--- config.mk ---
export PLATFORM = sky130hd
export DESIGN_NAME = fml_burst_master
export DESIGN_NICKNAME = d
export VERILOG_FILES = /design/src/rtl/fml_burst_pkg.sv /design/src/rtl/fml_burst_wbuf.sv /design/src/rtl/fml_burst_master.sv
export SDC_FILE = /design/constraint.sdc
export NUM_CORES = 1
export LEC_CHECK = 0
export BUFFER_PORTS_ARGS = -buffer_cell sky130_fd_sc_hd__buf_2
export CAP_MARGIN = 20
export CORE_UTILIZATION = 49
export CTS_CLUSTER_DIAMETER = 30
export DETAILED_ROUTE_END_ITERATION = 8
export PLACE_DENSITY = 0.76
export SETUP_SLACK_MARGIN = 0.05
export SLEW_MARGIN = 0
export SYNTH_ARGS = -nofsm -noshare
export SYNTH_HDL_FRONTEND = slang
export SYNTH_HIERARCHICAL = 1
export SYNTH_SLANG_ARGS = --single-unit
--- constraint.sdc ---
create_clock -name sys_clk -period 8.8 [get_ports sys_clk]
set_input_delay 0 -clock sys_clk [delete_from_list [all_inputs] [get_ports sys_clk]]
set_output_delay 0 -clock sys_clk [all_outputs]
set_load 0.01 [all_outputs]
--- src/rtl/fml_burst_pkg.sv ---
// Shared constants and types for the FML burst master: burst geometry,
// FSM state encoding and the write-buffer entry layout.
package fml_burst_pkg;

    localparam int FML_BURST = 4;
    localparam int BEAT_W    = 2;
    localparam int OFFSET_W  = 5;
    localparam int DATA_W    = 64;
    localparam int SEL_W     = 8;

    localparam logic [BEAT_W-1:0] LAST_BEAT = BEAT_W'(FML_BURST - 1);

    typedef enum logic [1:0] {
        IDLE = 2'd0,
        REQ  = 2'd1,
        DATA = 2'd2,
        DONE = 2'd3
    } state_e;

    typedef struct packed {
        logic [DATA_W-1:0] data;
        logic [SEL_W-1:0]  sel;
    } wbuf_entry_t;

endpackage

--- src/rtl/fml_burst_wbuf.sv ---
// Four-entry write buffer (data + byte enables) with one write port and an
// asynchronous read port indexed by the current beat.
module fml_burst_wbuf
    import fml_burst_pkg::*;
(
    input  logic              clk_i,
    input  logic              we_i,
    input  logic [BEAT_W-1:0] wr_idx_i,
    input  wbuf_entry_t       wr_entry_i,
    input  logic [BEAT_W-1:0] rd_idx_i,
    output wbuf_entry_t       rd_entry_o
);

    // Contents are deliberately not reset; the caller reloads before each write burst.
    wbuf_entry_t mem_q [FML_BURST];

    always_ff @(posedge clk_i) begin
        if (we_i) begin
            mem_q[wr_idx_i] <= wr_entry_i;
        end
    end

    assign rd_entry_o = mem_q[rd_idx_i];

endmodule

--- src/rtl/fml_burst_master.sv ---
// FML initiator: turns one local command into a single 4-beat 64-bit burst,
// streaming write data from the buffer or capturing read beats.
module fml_burst_master
    import fml_burst_pkg::*;
#(
    parameter int fml_depth = 26
) (
    input  logic                          sys_clk,
    input  logic                          sys_rst_n,

    input  logic                          cmd_valid,
    output logic                          cmd_ready,
    input  logic                          cmd_we,
    input  logic [fml_depth-OFFSET_W-1:0] cmd_adr,

    input  logic                          wb_we,
    input  logic [BEAT_W-1:0]             wb_idx,
    input  logic [DATA_W-1:0]             wb_data,
    input  logic [SEL_W-1:0]              wb_sel,

    output logic                          rd_valid,
    output logic [BEAT_W-1:0]             rd_idx,
    output logic [DATA_W-1:0]             rd_data,
    output logic                          done,

    output logic [fml_depth-1:0]          fml_adr,
    output logic                          fml_stb,
    output logic                          fml_we,
    input  logic                          fml_ack,
    output logic [SEL_W-1:0]              fml_sel,
    output logic [DATA_W-1:0]             fml_do,
    input  logic [DATA_W-1:0]             fml_di
);

    state_e                        state_q;
    logic [BEAT_W-1:0]             beat_q;
    logic [BEAT_W-1:0]             beat_d;
    logic                          we_q;
    logic [fml_depth-OFFSET_W-1:0] line_q;
    logic                          stb_q;
    logic                          ready_q;
    logic                          done_q;
    logic                          rd_valid_q;
    logic [BEAT_W-1:0]             rd_idx_q;
    logic [DATA_W-1:0]             rd_data_q;

    wbuf_entry_t                   wr_entry;
    wbuf_entry_t                   wr_beat;
    logic                          wr_active;

    assign wr_entry = {wb_data, wb_sel};

    fml_burst_wbuf u_wbuf (
        .clk_i      (sys_clk),
        .we_i       (wb_we),
        .wr_idx_i   (wb_idx),
        .wr_entry_i (wr_entry),
        .rd_idx_i   (beat_q),
        .rd_entry_o (wr_beat)
    );

    // The counter wraps 3->0 as the burst leaves DATA, so REQ->DATA needs no reload in steady state.
    assign beat_d = beat_q + BEAT_W'(1);

    always_ff @(posedge sys_clk) begin
        if (!sys_rst_n) begin
            state_q    <= IDLE;
            beat_q     <= '0;
            we_q       <= 1'b0;
            line_q     <= '0;
            stb_q      <= 1'b0;
            ready_q    <= 1'b1;
            done_q     <= 1'b0;
            rd_valid_q <= 1'b0;
            rd_idx_q   <= '0;
            rd_data_q  <= '0;
        end else begin
            done_q     <= 1'b0;
            rd_valid_q <= 1'b0;
            case (state_q)
                IDLE: begin
                    if (cmd_valid && ready_q) begin
                        we_q    <= cmd_we;
                        line_q  <= cmd_adr;
                        stb_q   <= 1'b1;
                        ready_q <= 1'b0;
                        state_q <= REQ;
                    end
                end
                REQ: begin
                    if (fml_ack) begin
                        stb_q   <= 1'b0;
                        beat_q  <= '0;
                        state_q <= DATA;
                    end
                end
                DATA: begin
                    // Read beats surface one cycle late, so the last one lands in DONE.
                    if (!we_q) begin
                        rd_valid_q <= 1'b1;
                        rd_idx_q   <= beat_q;
                        rd_data_q  <= fml_di;
                    end
                    beat_q <= beat_d;
                    if (beat_q == LAST_BEAT) begin
                        done_q  <= 1'b1;
                        state_q <= DONE;
                    end
                end
                DONE: begin
                    ready_q <= 1'b1;
                    state_q <= IDLE;
                end
                default: begin
                    state_q <= IDLE;
                end
            endcase
        end
    end

    assign wr_active = (state_q == DATA) && we_q;

    assign cmd_ready = ready_q;
    assign done      = done_q;
    assign rd_valid  = rd_valid_q;
    assign rd_idx    = rd_idx_q;
    assign rd_data   = rd_data_q;
    assign fml_adr   = {line_q, {OFFSET_W{1'b0}}};
    assign fml_stb   = stb_q;
    assign fml_we    = we_q & stb_q;
    assign fml_do    = wr_active ? wr_beat.data : '0;
    assign fml_sel   = wr_active ? wr_beat.sel  : '0;

endmodule

==> flow_summary.json, run 1 <==
{
  "antenna_found_initial": 3,
  "avgSynthCellArea_sq_um": 16.3,
  "cts_num_sinks": 384,
  "drt_iter0_drc": 666,
  "yosysUniqueCellTypes": 31,
  "ant_nets": 0,
  "clk_pin_slew_ns": 0.04,
  "fmax_ghz": 0.320,
  "start_kind": "flip-flop",
  "p_total_mw": 5.66,
  "clock_power_share_pct": 47.2,
  "dieArea_sq_um": 30700,
  "synth_area_leaders": "edfxtp_1 (59%), dfxtp_1 (13%), mux4_2 (11%), nand2_1 (4.7%), and3_1 (3.2%)",
  "slew_violations": 0,
  "hold_path_class": "input pin to flip-flop",
  "cp-endpoint": "fml_sel[0]",
  "fill_cells": 1804,
  "ff_latch_area_sq_um": 10600,
  "synth.most_common_cell": "edfxtp_1",
  "cp_data_arrival_time_ns": 3.13,
  "path_delay_family": "buffers and inverters",
  "comb_power_share_pct": 14.1,
  "met1_usage_pct": 28.7,
  "portBuffers": 328,
  "path_buf_inv": 2,
  "htree_num_levels": 3,
  "synth_edf_count": 288,
  "setup_slack_ns": 5.67,
  "firstDrtPassIters": 5,
  "overflow": 0,
  "startpoint": "beat_q[0]",
  "post_drt_wl_per_cell_microns": 20.4,
  "r2r_setup_slack_ns": 6.40,
  "seq_area_frac_synth_pct": 71.9,
  "setup_violations": 0,
  "die_h_microns": 175,
  "peakVddDrop_mv": 0.192,
  "power.internal_mw": 4.19,
  "synth-async-reset-ratio_pct": 0,
  "area_growth_pct": 40.2,
  "crit_required_ns": 8.80,
  "fin_setup_tns_ns": 0,
  "synth_ff_type": "edfxtp_1",
  "pwr-share-seq_pct": 38.7,
  "core_sq_um": 29600,
  "yosysTopAreaCellShare_pct": 58.8,
  "grt_util_met3_pct": 7.36,
  "drc": 0,
  "maxCapViolations": 0,
  "path_cells": "buf_4, mux4_1, and3_1, buf_2",
  "clockBufferDepth": 3,
  "p_switching_mw": 1.47,
  "finalCritPeriodShare_pct": 35.5,
  "dp_slack_ns": 6.13,
  "ys_ff_latch": 384,
  "cp_max_fo": 46,
  "path_depth": 4,
  "rows": 63,
  "top_usage_layer": "met2",
  "initial_utilization_pct": 49.8,
  "dpl.hpwl_microns": 19700,
  "rsz0062_at_grt": "no",
  "skew_ns": 0.0217,
  "power_density_nw_per_um2": 274,
  "drive_above_1_share_pct": 36.5,
  "p_sw_share_pct": 26.0,
  "place_congestion": 0.813,
  "reg2reg_to": "rd_data[9]",
  "post-route-util_pct": 69.8,
  "fp.dieW_microns": 175,
  "power.leakage_nw": 8.17,
  "ys_warn_count": 6,
  "place_area_sq_um": 16600,
  "crit_path_max_incr_delay_ns": 0.84,
  "synth_common_cells": "edfxtp_1 (288), nand2_1 (184), dfxtp_1 (96), and3_1 (75), mux4_2 (70)",
  "worst_pin_slew_ns": 0.931,
  "yosys.area.top_type": "edfxtp_1",
  "slew_headroom_pct": 38.0,
  "cts_buffers": 72,
  "cp-end-kind": "output pin",
  "clk-insertion-delay-late_ns": 0.56,
  "hold_viol_final": 0,
  "syn_area_sq_um": 14700,
  "grt_max_degree": 99,
  "path_class": "flip-flop to output pin",
  "io_pins": 334,
  "grt.total_usage_pct": 24.6,
  "cts_tree": "yes",
  "status": "completed",
  "crit_slowest_cell": "buf_4",
  "final_area_sq_um": 20600,
  "num-nets-final": 1589,
  "vias_per_cell": 5.39,
  "multi_input_area_sq_um": 3740,
  "grt_pass1_vias": 10471,
  "synthCells": 903,
  "clockRootBuffer": "clkbuf_16",
  "r2r_cells": 7,
  "cts_resized": 0,
  "finalCriticalPeriod_ns": 3.13,
  "grt_pass1_wl_microns": 57500,
  "wl_microns": 38200,
  "r2r-start": "state_q[0]",
  "use_met2_pct": 41.7,
  "vias": 10080
}
[routing by layer]
| layer | up-vias | wire length, microns |
|---|---|---|
| li1 | 4456 | - |
| met3 | 102 | 3340 |
| met5 | - | 10 |
| met2 | 522 | 19100 |
| met1 | 4998 | 14300 |
| met4 | 2 | 1400 |
[worst register-to-register path: cells and delay by family, from the launching register on]
kind | cells | cell delay (ns)
AND/OR/NAND/NOR | 2 | 0.43
AO/OA/AOI/OAI | 1 | 0.26
adder cells (fa/ha/maj) | 1 | 0.19
buffers and inverters | 3 | 1.04
flip-flops | 1 | 0.38
[power by group through the flow]
stage | Combinational (mW) | Clock [mW] | Sequential [mW]
2_1_floorplan | 0.503 | 0 | 2.22
3_3_place_gp | 0.702 | 0 | 2.21
3_5_place_dp | 0.716 | 0 | 2.22
4_1_cts | 0.778 | 2.71 | 2.19
5_1_grt | 0.858 | 2.79 | 2.21
6_report | 0.797 | 2.67 | 2.19
[layout by cell type, fill, tap and decap left out, types with 3 or more instances in the layout]
master         synthesis  final
buf_2                 18    328
ha_1                   6      5
dfxtp_1               96     93
clkbuf_16              0     75
clkbuf_1              30      5
a21boi_1              29     29
buf_4                  9     12
nand2_1              184    184
mux2i_1                3      3
bufinv_16              0      4
edfxtp_1             288    288
a21boi_0              60     60
clkinvlp_4             0      7
conb_1                 1      5
and3_1                75     74
clkinv_2               0      7
clkbuf_8               0      5
diode_2                0      3
inv_6                  0      9
inv_1                  5      5
dlygate4sd3_1          0    161
mux4_2                70     70
clkinv_4               0      6
clkinv_1               0     10
[registers in the layout, summed over array words and instances (netlist names)]
signal,count
beat_q,2
cmd_ready,1
done,1
fml_stb,1
line_q,21
rd_data,64
rd_idx,2
rd_valid,1
state_q,2
u_wbuf/mem_q,288
we_q,1
[kinds of logic after synthesis]
kind of cell               after synthesis  synth area share [%]
adders and majority gates                6                 0.510
and+or+nand+nor                        271                  8.45
buffers and inverters                   70                  2.99
DFF                                    384                  71.9
muxes                                   75                  11.3
AOI/OAI and AO/OA                       96                  4.88
other                                    1                0.0255
[metrics by stage]
stage,instances,hold WS (ns)
5_1_grt,1870,0.142
3_5_place_dp,1572,0.217
4_1_cts,1867,0.0750
6_report,1871,0.121
2_1_floorplan,907,0.0989
3_3_place_gp,1572,0.212
[worst min-delay path by stage]
stage | startpoint | to | slack [ns] | cells after the start
5_1_grt | sys_rst_n | cmd_ready | 0.14 | 3
4_1_cts | sys_rst_n | cmd_ready | 0.07 | 3
3_3_place_gp | wb_data[38] | u_wbuf/mem_q[2][46] | 0.21 | 1
3_5_place_dp | wb_data[41] | u_wbuf/mem_q[0][49] | 0.22 | 1
6_report | sys_rst_n | cmd_ready | 0.12 | 3
2_1_floorplan | wb_sel[0] | u_wbuf/mem_q[0][0] | 0.1 | 0
[area by class of cell]
type	instances	area share, %
Multi-Input combinational cell	453	18.1
Tap cell	390	2.37
Sequential cell	384	51.3
Clock buffer	85	9.52
Clock inverter	49	2.24
Timing Repair Buffer	502	16.3
Antenna cell	3	0.0364
Inverter	5	0.0910
[repair_timing]
item	4_1_cts	5_1_grt
hold buffers	161	0
endpoints found under the hold margin	380	0
buffers inserted	0	0
No activity file was read; power rests on OpenSTA's default activity.
==> run 2, diff against run 1 <==
==> constraint.sdc (replaced) <==
create_clock -name sys_clk -period 2.9 [get_ports sys_clk]
set_input_delay 0 -clock sys_clk [delete_from_list [all_inputs] [get_ports sys_clk]]
set_output_delay 0 -clock sys_clk [all_outputs]
set_load 0.01 [all_outputs]
==> flow_summary.json, run 2 (synthesized netlist as in run 1, its figures left out) <==
{
  "status": "completed",
  "skew_ns": 0.0259,
  "fill_cells": 1816,
  "worst_pin_slew_ns": 0.891,
  "fin_setup_tns_ns": 0,
  "path_class": "flip-flop to output pin",
  "clk-insertion-delay-late_ns": 0.57,
  "p_total_mw": 17.3,
  "post_drt_wl_per_cell_microns": 20.7,
  "fmax_ghz": 0.412,
  "cp-end-kind": "output pin",
  "clk_pin_slew_ns": 0.05,
  "cts_setup_buffers": 0,
  "cts_buffers": 75,
  "cp_data_arrival_time_ns": 2.43,
  "vias_per_cell": 5.35,
  "power.internal_mw": 12.7,
  "final_area_sq_um": 20800,
  "clockRootBuffer": "clkbuf_16",
  "drc": 0,
  "slew_headroom_pct": 40.4,
  "setup_violations": 0,
  "regMostFlops": "u_wbuf/mem_q",
  "grt_pass1_wl_microns": 59200,
  "dpl.hpwl_microns": 20900,
  "peakVddDrop_mv": 0.573,
  "pwr-share-seq_pct": 38.5,
  "place_congestion": 0.846,
  "dieArea_sq_um": 30700,
  "core_sq_um": 29600,
  "grt_max_degree": 67,
  "rows": 63,
  "crit_required_ns": 2.90,
  "hold_viol_final": 0,
  "fp.dieW_microns": 175,
  "r2r_setup_slack_ns": 0.98,
  "finalCritPeriodShare_pct": 83.7,
  "maxCapViolations": 0,
  "clock_power_share_pct": 46.9,
  "io_pins": 334,
  "place_area_sq_um": 16700,
  "num-nets-final": 1596,
  "power.leakage_nw": 8.23,
  "p_sw_share_pct": 26.5,
  "start_kind": "flip-flop",
  "vias": 10032,
  "overflow": 0,
  "die_h_microns": 175,
  "wl_microns": 38900,
  "portBuffers": 328,
  "firstDrtPassIters": 5,
  "initial_utilization_pct": 49.8,
  "rsz0062_at_grt": "no",
  "area_growth_pct": 41.1,
  "finalCriticalPeriod_ns": 2.43,
  "comb_power_share_pct": 14.6,
  "final_common_cell": "buf_2",
  "htree_num_levels": 3,
  "grt.total_usage_pct": 25.3,
  "most-common-layout-cells": "buf_2 (328), edfxtp_1 (288), nand2_1 (184)",
  "layout.cells.non_filler": 1876,
  "slew_violations": 0,
  "place_inst": 1576,
  "antenna_found_initial": 2,
  "power_density_nw_per_um2": 832,
  "largest_reg_flops": 288,
  "cp_max_fo": 16,
  "drive_above_1_share_pct": 36.7,
  "hold_path_class": "input pin to flip-flop",
  "p_switching_mw": 4.57,
  "clockBufferDepth": 3,
  "drt_iter0_drc": 590,
  "ant_nets": 0,
  "grt_pass1_vias": 10776,
  "cts_tree": "yes",
  "cts_num_sinks": 384
}
## run 2: changes by cell type in the layout (fill, tap and decap cells not counted), moves of 3 or more
cell      previous run  this run
buf_4               12         7
clkinv_2             7        13
buf_12               0         9
inv_6                9         4
clkbuf_1             5        10
clkinv_1            10         6
clkinv_4             6         9
## run 2: final cells by class
type                            instances  area, sq um  area share, %
Clock buffer                           90         2010           9.66
Sequential cell                       384        10600           51.0
Clock inverter                         47          427           2.06
Tap cell                              390          488           2.35
Multi-Input combinational cell        453         3740           18.0
Timing Repair Buffer                  506         3500           16.8
Inverter                                5         18.8         0.0904
Antenna cell                            1         2.50         0.0121
## run 2: repair_timing
item | CTS | global route
hold endpoints to repair | 380 | 0
hold buffers | 162 | 0
gates resized for setup | 0 | 0
## run 2: path summary, 6_finish.rpt
| path | from | endpoint | cells past startpoint |
|---|---|---|---|
| worst max-delay path | beat_q[0] | fml_do[52] | 4 |
| worst min-delay path | sys_rst_n | rd_data[56] | 2 |
| worst max register to register | state_q[0] | rd_data[1] | 7 |
| worst min register to register | rd_data[40] | rd_data[40] | 2 |
## run 2: through the flow
stage / utilization [%] / hold slack (ns) / setup slack (ns)
after global routing: 70.2 / 0.130 / 0.342
after CTS: 70.2 / 0.0936 / 0.432
after detailed placement: 56.5 / 0.215 / 1.00
final: 70.2 / 0.0919 / 0.474
after floorplan: - / 0.0989 / 0.608
after global placement: 56.5 / 0.210 / 1.04
## run 2: power by group through the flow
stage               clock (mW)  sequential [mW]  combinational, mW
floorplan                    0             6.74               1.53
global placement             0             6.71               2.25
detailed placement           0             6.74               2.28
CTS                       8.18             6.64               2.48
global route              8.48             6.69               2.72
finish                    8.10             6.65               2.52
## run 2: per-layer routing
layer	vias to the layer above	part of all wire [%]	routed length (microns)	global-route usage, %
li1	4463	-	-	-
met1	4968	37	14300	28.9
met2	495	52	20100	44.0
met3	104	7.8	3040	6.49
met4	2	3.8	1470	12.7
met5	-	0.036	14	0
## run 2: critical path: stages, from the launching register on
cell and delay [ns]:
dfxtp_4 0.57, buf_4 0.39, mux4_2 0.59, and3_1 0.19
buf_2 0.13
==> run 3, diff against run 2 <==
==> constraint.sdc (replaced) <==
create_clock -name sys_clk -period 2.5 [get_ports sys_clk]
set_input_delay 0 -clock sys_clk [delete_from_list [all_inputs] [get_ports sys_clk]]
set_output_delay 0 -clock sys_clk [all_outputs]
set_load 0.01 [all_outputs]
==> flow_summary.json, run 3 (synthesized netlist as in run 1, its figures left out) <==
{
  "hold_viol_final": 0,
  "cp_max_fo": 33,
  "r2r_cells": 8,
  "start_kind": "flip-flop",
  "ant_nets": 0,
  "cts_tree": "yes",
  "power_density_nw_per_um2": 964,
  "multi_input_area_sq_um": 3740,
  "reg2reg_to": "rd_data[21]",
  "routed-wl-met3_microns": 3030,
  "path_cells": "inv_1, ha_2, buf_4, nand2b_2, buf_12, nand2_1, a21boi_0, dlygate4sd3_1",
  "maxCapViolations": 0,
  "vias_per_cell": 5.40,
  "highest_layer": "met4",
  "p_sw_share_pct": 25.2,
  "peakVddDrop_mv": 0.739,
  "crit_path_max_incr_delay_ns": 0.65,
  "overflow": 0,
  "m1WireLength_microns": 14800,
  "slew_headroom_pct": 63.3,
  "crit_required_ns": 2.97,
  "cts_buffers": 68,
  "fmax_ghz": 0.419,
  "cp-end-kind": "flip-flop",
  "cts_num_sinks": 384,
  "fill_cells": 1699,
  "skew_ns": 0.0177,
  "firstDrtPassIters": 7,
  "vias": 10258,
  "setup_slack_ns": 0.111,
  "dpl.hpwl_microns": 20400,
  "largest_reg_flops": 288,
  "place_congestion": 0.824,
  "grt_pass1_vias": 10895,
  "final_common_cell": "buf_2",
  "antenna_found_initial": 5,
  "dr_wl_met2_microns": 20300,
  "path_class": "flip-flop to flip-flop",
  "p_switching_mw": 5.12,
  "die_h_microns": 175,
  "rsz0062_at_grt": "yes",
  "dp_slack_ns": 0.763,
  "core_sq_um": 29600,
  "clockBufferDepth": 3,
  "clk-insertion-delay-late_ns": 0.54,
  "cp_data_arrival_time_ns": 2.86,
  "finalCriticalPeriod_ns": 2.39,
  "wl_microns": 39700,
  "initial_utilization_pct": 49.8,
  "clock_power_share_pct": 46.7,
  "drive_above_1_share_pct": 36.0,
  "worst_pin_slew_ns": 0.550,
  "min_to": "u_wbuf/mem_q[3][29]",
  "power.leakage_nw": 8.42,
  "holdPathStages": 2,
  "r2r-start": "state_q[0]",
  "setup_violations": 0,
  "ff_latch_area_sq_um": 10600,
  "io_pins": 334,
  "area_growth_pct": 43.3,
  "grt.total_usage_pct": 25.2,
  "crit_slowest_cell": "dlygate4sd3_1",
  "drc": 0,
  "post_drt_wl_per_cell_microns": 20.9,
  "drt_iter0_drc": 784,
  "finalCritPeriodShare_pct": 95.6,
  "status": "completed",
  "comb_power_share_pct": 15.7,
  "slew_violations": 0,
  "pwr-share-seq_pct": 37.7,
  "htree_num_levels": 3,
  "clk_pin_slew_ns": 0.05,
  "most-common-layout-cells": "buf_2 (328), edfxtp_1 (288), dlygate4sd3_1 (190)",
  "dieArea_sq_um": 30700,
  "grt_max_degree": 73,
  "rows": 63,
  "finalHoldWorstSlack_ns": 0.0166,
  "num-nets-final": 1622,
  "hold_path_class": "input pin to flip-flop",
  "grt_pass1_wl_microns": 59300,
  "portBuffers": 328,
  "r2r_setup_slack_ns": 0.11,
  "power.internal_mw": 15.2,
  "regMostFlops": "u_wbuf/mem_q",
  "clockRootBuffer": "clkbuf_16",
  "fp.dieW_microns": 175,
  "hp-start": "wb_we"
}
## run 3: cell count changes in the layout (fill, tap and decap cells not counted), moves of 2 or more
cell,delta
clkbuf_1,-4
bufinv_16,+9
dlygate4sd3_1,+28
inv_16,-2
clkinv_2,-7
clkbuf_16,-6
buf_4,+3
clkinvlp_4,-2
diode_2,+4
clkinv_4,-2
## run 3: critical path, delay by kind of cell, from the launching register on
family	cells	cell delay [ns]
adder cells (fa/ha/maj)	1	0.22
AND/OR/NAND/NOR	2	0.26
flip-flops	1	0.37
buffers and inverters	4	1.20
AO/OA/AOI/OAI	1	0.26
## run 3: worst max path at each step
stage / startpoint / end / cells after the start
2_1_floorplan: wb_we / u_wbuf/mem_q[0][0] / 1
3_3_place_gp: state_q[0] / we_q / 5
3_5_place_dp: beat_q[0] / state_q[0] / 5
4_1_cts: state_q[0] / rd_data[17] / 8
5_1_grt: state_q[0] / rd_data[21] / 8
6_report: state_q[0] / rd_data[21] / 8
## run 3: cell type report
cell class,count,share of cell area [%]
diodes,5,0.0594
clock buffers,78,8.55
clock inverters,44,2.78
inverters,5,0.0891
multi-input cells,453,17.8
flip-flops and latches,384,50.2
well taps,390,2.32
repair buffers,539,18.2
## run 3: power by group through the flow
stage | combinational [mW] | clock (mW) | sequential, mW
after CTS | 3.05 | 9.56 | 7.63
after floorplan | 1.77 | 0 | 7.82
after detailed placement | 2.72 | 0 | 7.74
after global routing | 3.40 | 9.91 | 7.68
after global placement | 2.67 | 0 | 7.71
final | 3.18 | 9.48 | 7.65
## run 3: metal layers
| metal | GRT usage [%] | vias to the layer above |
|---|---|---|
| met5 | 0 | - |
| met4 | 12.7 | 0 |
| met3 | 6.36 | 104 |
| met2 | 43.7 | 526 |
| met1 | 29.1 | 5108 |
| li1 | - | 4520 |
## run 3: per-stage QoR
step	area [sq um]	power, mW	setup TNS, ns	instances	utilization [%]
2_1_floorplan	14700	9.59	0	907	-
3_3_place_gp	16700	10.4	0	1580	56.7
3_5_place_dp	16700	10.5	0	1580	56.7
4_1_cts	21000	20.2	0	1892	71.2
5_1_grt	21100	21.0	-0.00217	1898	71.3
6_report	21100	20.3	0	1898	71.3
## run 3: what timing repair did
item / in CTS / in global routing
setup endpoints to repair: 0 / 4
hold buffers: 190 / 0
buffers inserted: 0 / 0
gates resized for setup: 0 / 1
hold endpoints to repair: 399 / 0
